<file path="config.mk">
export PLATFORM = sky130hd
export DESIGN_NAME = lampfpu_exp_arb
export DESIGN_NICKNAME = d
export VERILOG_FILES = /design/src/rtl/lampfpu_exp_arb.sv
export SDC_FILE = /design/constraint.sdc
export NUM_CORES = 1
export LEC_CHECK = 0
export ABC_AREA = 1
export CAP_MARGIN = 20
export CORE_ASPECT_RATIO = 0.5
export CORE_UTILIZATION = 40
export DETAILED_ROUTE_END_ITERATION = 8
export PLACE_DENSITY = 0.91
export SYNTH_ARGS = -nofsm -noshare
export SYNTH_HDL_FRONTEND = slang
export SYNTH_SLANG_ARGS = --single-unit
export TNS_END_PERCENT = 100
</file>
<file path="constraint.sdc">
create_clock -name clk -period 4.1 [get_ports clk]
set_input_delay 1.23 -clock clk [delete_from_list [all_inputs] [get_ports clk]]
set_output_delay 1.23 -clock clk [all_outputs]
set_load 0.01 [all_outputs]
</file>
<file path="src/rtl/lampfpu_exp_arb.sv">
// lampfpu_exp_arb: shares one lampFPU multiplier among NUM_REQ requesters.
// One multiply is in flight at a time: IDLE -> ISSUE -> WAIT -> RESP.
// Optional feature: define LAMPFPU_EXP_ARB_RR_EN for round-robin arbitration;
// otherwise the lowest-index requester always wins.
//
// Handshakes: a request moves when req_valid_i[k] && req_ready_o[k] at a rising
// edge (req_ready_o is one-hot and only in IDLE); a response moves when
// rsp_valid_o[g] && rsp_ready_i[g]; rsp_valid_o/rsp_result_o hold until taken.

package lampfpu_exp_arb_pkg;
    typedef enum logic [3:0] {
        FPU_IDLE = 4'd0, FPU_I2F, FPU_F2I, FPU_ADD, FPU_SUB,
        FPU_MUL, FPU_DIV, FPU_EQ, FPU_LT, FPU_LE
    } opcodeFPU_t;

    typedef enum logic [2:0] {
        FPU_RNDMODE_NEAREST = 3'd0, FPU_RNDMODE_TRUNCATE,
        FPU_RNDMODE_PLUS_INF, FPU_RNDMODE_MINUS_INF
    } rndModeFPU_t;
endpackage

module lampfpu_exp_arb
    import lampfpu_exp_arb_pkg::*;
#(
    parameter int NUM_REQ = 4,
    parameter int DW      = 16
) (
    input  logic                                     clk,
    input  logic                                     rst,
    input  logic [NUM_REQ-1:0]                       req_valid_i,
    output logic [NUM_REQ-1:0]                       req_ready_o,
    input  logic [NUM_REQ*DW-1:0]                    req_op1_i,
    input  logic [NUM_REQ*DW-1:0]                    req_op2_i,
    input  logic [NUM_REQ*$bits(rndModeFPU_t)-1:0]   req_rndMode_i,
    output logic [NUM_REQ-1:0]                       rsp_valid_o,
    output logic [DW-1:0]                            rsp_result_o,
    input  logic [NUM_REQ-1:0]                       rsp_ready_i,
    output opcodeFPU_t                               fpu_opcode_o,
    output rndModeFPU_t                              fpu_rndMode_o,
    output logic [DW-1:0]                            fpu_op1_o,
    output logic [DW-1:0]                            fpu_op2_o,
    output logic                                     fpu_flush_o,
    output logic                                     fpu_padv_o,
    input  logic [DW-1:0]                            fpu_result_i,
    input  logic                                     fpu_isResultValid_i,
    input  logic                                     fpu_isReady_i
);

    localparam int RW = $bits(rndModeFPU_t);
    localparam int GW = (NUM_REQ > 1) ? $clog2(NUM_REQ) : 1;

    typedef enum logic [1:0] {S_IDLE, S_ISSUE, S_WAIT, S_RESP} state_t;

    state_t          state_q, state_d;
    logic [GW-1:0]   grant_q;
    logic [DW-1:0]   op1_q, op2_q, res_q;
    rndModeFPU_t     rnd_q;
    logic [GW-1:0]   sel;
    logic [GW-1:0]   idx;
    logic            found;
    logic            load;
    logic            capture;
    logic            fpu_ready_unused;

    // The FPU readiness flag is observed only by external monitors.
    assign fpu_ready_unused = fpu_isReady_i;

`ifdef LAMPFPU_EXP_ARB_RR_EN
    logic [GW-1:0]   ptr_q;
    logic [GW:0]     sum;

    // Round-robin pick: first valid requester at or after ptr_q, wrapping.
    always_comb begin
        sel   = '0;
        found = 1'b0;
        idx   = '0;
        sum   = '0;
        for (int i = 0; i < NUM_REQ; i++) begin
            sum = {1'b0, ptr_q} + (GW+1)'(i);
            if (sum >= (GW+1)'(NUM_REQ)) sum = sum - (GW+1)'(NUM_REQ);
            idx = sum[GW-1:0];
            if (!found && req_valid_i[idx]) begin
                found = 1'b1;
                sel   = idx;
            end
        end
    end
`else
    // Fixed priority pick: lowest-index valid requester wins.
    always_comb begin
        sel   = '0;
        found = 1'b0;
        idx   = '0;
        for (int i = 0; i < NUM_REQ; i++) begin
            idx = GW'(i);
            if (!found && req_valid_i[idx]) begin
                found = 1'b1;
                sel   = idx;
            end
        end
    end
`endif

    // Next-state and outputs; everything is forced quiet while rst is high.
    always_comb begin
        state_d      = state_q;
        req_ready_o  = '0;
        rsp_valid_o  = '0;
        rsp_result_o = '0;
        fpu_opcode_o = FPU_IDLE;
        fpu_padv_o   = 1'b0;
        load         = 1'b0;
        capture      = 1'b0;
        if (!rst) begin
            case (state_q)
                S_IDLE: begin
                    if (found) begin
                        req_ready_o[sel] = 1'b1;
                        load             = 1'b1;
                        state_d          = S_ISSUE;
                    end
                end
                S_ISSUE: begin
                    fpu_opcode_o = FPU_MUL;
                    state_d      = S_WAIT;
                end
                S_WAIT: begin
                    // padv advances the FPU pipeline on the result cycle only.
                    if (fpu_isResultValid_i) begin
                        fpu_padv_o = 1'b1;
                        capture    = 1'b1;
                        state_d    = S_RESP;
                    end
                end
                S_RESP: begin
                    rsp_valid_o[grant_q] = 1'b1;
                    rsp_result_o         = res_q;
                    if (rsp_ready_i[grant_q]) state_d = S_IDLE;
                end
                default: state_d = S_IDLE;
            endcase
        end
    end

    // Operands are driven from registers so the FPU sees them stable while it
    // re-samples them each cycle of the operation.
    assign fpu_op1_o     = rst ? '0 : op1_q;
    assign fpu_op2_o     = rst ? '0 : op2_q;
    assign fpu_rndMode_o = rst ? FPU_RNDMODE_NEAREST : rnd_q;
    assign fpu_flush_o   = 1'b0;

    // State, grant, operand and result registers.
    always_ff @(posedge clk) begin
        if (rst) begin
            state_q <= S_IDLE;
            grant_q <= '0;
            op1_q   <= '0;
            op2_q   <= '0;
            rnd_q   <= FPU_RNDMODE_NEAREST;
            res_q   <= '0;
        end else begin
            state_q <= state_d;
            if (load) begin
                grant_q <= sel;
                op1_q   <= req_op1_i[int'(sel)*DW +: DW];
                op2_q   <= req_op2_i[int'(sel)*DW +: DW];
                rnd_q   <= rndModeFPU_t'(req_rndMode_i[int'(sel)*RW +: RW]);
            end
            if (capture) res_q <= fpu_result_i;
        end
    end

`ifdef LAMPFPU_EXP_ARB_RR_EN
    // Round-robin pointer moves just past the requester that was granted.
    always_ff @(posedge clk) begin
        if (rst) begin
            ptr_q <= '0;
        end else if (load) begin
            ptr_q <= (sel == GW'(NUM_REQ-1)) ? '0 : sel + 1'b1;
        end
    end
`endif

endmodule

</file>
==> impl_metrics.json <==
{
  "p_leak_nw": 2.71,
  "cts_tree": "yes",
  "grt_use_met1_pct": 31.5,
  "grt.total_usage_pct": 26.6,
  "cts_root_buffer": "clkbuf_16",
  "nets": 1024,
  "synthCells": 655,
  "required_ns": 2.87,
  "path_delay_family": "buffers and inverters",
  "instances_no_fill": 969,
  "pwr_density_cell_mw_per_mm2": 343,
  "grt_first_pass_wirelength_mm": 21.0,
  "place_congestion": 0.823,
  "cpMaxStageDelayCell": "clkdlybuf4s50_1",
  "die_h_um": 70.3,
  "power.share.clock_pct": 19.5,
  "syn2layout_area_growth_pct": 65.7,
  "ys_types": 21,
  "dp.final_hpwl_mm": 9.16,
  "coreArea_mm2": 0.00886,
  "yosysWarnings": 0,
  "worst-path-buf-inv": 3,
  "cts_buffer_depth": 2,
  "power_frac_comb_pct": 45.7,
  "min_period_ns": 3.96,
  "fmax_mhz": 253,
  "routed_wl_mm": 13.0,
  "clk_pin_slew_ns": 0.07,
  "path_cells": "clkdlybuf4s50_1 -> inv_1 -> nor2_1 -> nand2_2 -> nor2_1 -> clkdlybuf4s50_1",
  "critPathCaptureType": "output pin",
  "seq_area_frac_synth_pct": 29.5,
  "cts.sinks": 55,
  "run_status": "finished, violations left",
  "slew_headroom_pct": 52.0,
  "busiest_layer": "met2",
  "drtPass1Iterations": 6,
  "grtUsageMet3_pct": 5.49,
  "slowest_delay_ns": 0.56,
  "rsz0062_at_grt": "false",
  "irDropWorstVdd_mv": 0.263,
  "synth_area_mm2": 0.00373,
  "tightest_slew_ns": 0.720,
  "power.internal_mw": 1.37,
  "path_max_fanout": 4,
  "antenna_cells": 0,
  "fin_area_mm2": 0.00618,
  "ys_seq_elements": 55,
  "start_util_pct": 42.1,
  "wl_per_cell_um": 13.4,
  "grt_max_degree": 72,
  "viasPerCell": 4.93,
  "num_vias": 4780,
  "portBuffers": 228,
  "drt_iter0_drc": 296,
  "drv_cap": 0,
  "die_area_mm2": 0.00973,
  "avgSynthCellArea_um2": 5.69,
  "grt-ovfl-total": 0,
  "clk_latency_ns": 0.29,
  "drc": 23,
  "drive_gt1_share_pct": 3.17,
  "holdCritPathClass": "reg -> reg",
  "antenna_found_initial": 0,
  "htreeDepth": 2,
  "failed_checks": "design-rule violations",
  "cts_buffers": 5,
  "fin_crit_sh_pct": 96.6,
  "grt_pass1_vias": 4490,
  "crit_arrival_ns": 2.73,
  "drv_slew": 0,
  "dpl_cell_area_mm2": 0.00603,
  "fillers": 782,
  "die_x_um": 139,
  "p_sw_mw": 0.752,
  "hold_violations": 0,
  "seqPwrFrac_pct": 34.7,
  "hold_slack_ns": 0.466,
  "path_class": "in -> out",
  "sw_frac_of_total_pct": 35.5,
  "drtAntennaViolNets": 0,
  "setup_viol": 0,
  "globalRouteMet2Util_pct": 47.8,
  "clock_skew_ns": 0.00483,
  "ioPinCount": 233,
  "num_rows": 24,
  "cp-start-kind": "input port",
  "dpl.cell_count": 961,
  "hold_buffers": 0
}
-- cells in the mapped netlist, drive strengths merged --
cell / number / area share, %
a211oi: 2 / 0.40
a21oi: 15 / 2.0
buf: 37 / 5.1
clkbuf: 15 / 1.5
clkinv: 1 / 0.10
conb: 1 / 0.10
dfxtp: 55 / 30
ha: 5 / 1.7
inv: 70 / 7.0
nand2: 191 / 19
nand3: 183 / 25
nand4: 1 / 0.17
nor2: 67 / 6.8
nor3: 5 / 0.67
o21ai: 7 / 0.94
-- cell usage in the layout (no fill, tap or decap) --
cell	n
buf_4	10
inv_2	2
clkdlybuf4s50_1	226
nor2_1	66
nand3_2	1
nand4_1	1
a21oi_1	15
clkinv_1	1
inv_1	68
ha_1	5
nand3_1	182
dlymetal6s2s_1	1
nand2_1	188
buf_2	1
buf_12	1
clkbuf_16	5
conb_1	3
o21ai_4	1
clkbuf_1	1
nor2_4	1
o21ai_0	6
clkinvlp_4	1
nand2_2	3
dfxtp_1	55
nor3_1	5
a211oi_1	2
clkinv_2	1
-- cell type report --
type	instances	area, um2	share of cell area, %
timing repair buffer	239	2370	38.5
multi-input combinational	479	2150	34.7
sequential	55	1100	17.8
inverter	71	267	4.32
tap	117	146	2.37
clock buffer	6	129	2.09
clock inverter	2	12.5	0.203
-- state kept, by name (all words and copies together) (netlist names) --
signal,cells
grant_q,2
op1_q,16
op2_q,16
res_q,16
rnd_q,3
state_q,2
-- worst min-delay path: cells and delay by family (launching register included) --
| kind | cells | cell delay, ns |
|---|---|---|
| flops | 1 | 0.31 |
| compound gates | 1 | 0.05 |
| simple gates | 1 | 0.06 |
-- per-stage QoR --
| stage | setup slack (ns) | utilization, % | total power [mW] | TNS, ns |
|---|---|---|---|---|
| finish | 0.141 | 69.7 | 2.12 | 0 |
| global route | 0.0925 | 69.7 | 2.28 | 0 |
| CTS | 0.0485 | 69.7 | 2.14 | 0 |
| detailed placement | -0.00158 | 68.0 | 1.71 | -0.00158 |
| global placement | 0.0890 | 68.0 | 1.68 | 0 |
| floorplan | 0.744 | - | 1.29 | 0 |
-- what timing repair did --
item                                    4_1_cts  5_1_grt
gates resized for setup                       1        1
endpoints found under the setup margin        1        1
gates cloned                                  0        0
setup buffers                                 0        0
-- kinds of logic after synthesis --
logic type	after synthesis	synth area share, %
AND/OR/NAND/NOR	447	51.6
buffers and inverters	123	13.7
flip-flops	55	29.5
AO/OA/AOI/OAI	24	3.36
adder cells (fa/ha/maj)	5	1.68
other	1	0.101
-- per-layer routing --
layer,vias to the layer above,wire length [um]
met4,0,363
met2,176,6360
met1,2119,5420
met5,-,0
met3,32,813
li1,2453,-
-- power by group through the flow --
stage	Sequential, mW	Combinational, mW	Clock (mW)
after floorplan	0.734	0.552	0
after global placement	0.741	0.944	0
final	0.736	0.968	0.414
after detailed placement	0.747	0.965	0
after CTS	0.735	0.974	0.427
after global routing	0.749	1.08	0.445
-- worst paths after layout --
check,start,end,slack [ns],cells past startpoint
max,req_valid_i[3],req_ready_o[3],0.14,6
min,res_q[2],res_q[2],0.47,2
max reg2reg,state_q[0],op1_q[3],2.41,7
min reg2reg,res_q[2],res_q[2],0.47,2
Note: power is estimated with default switching activity, not from simulation.
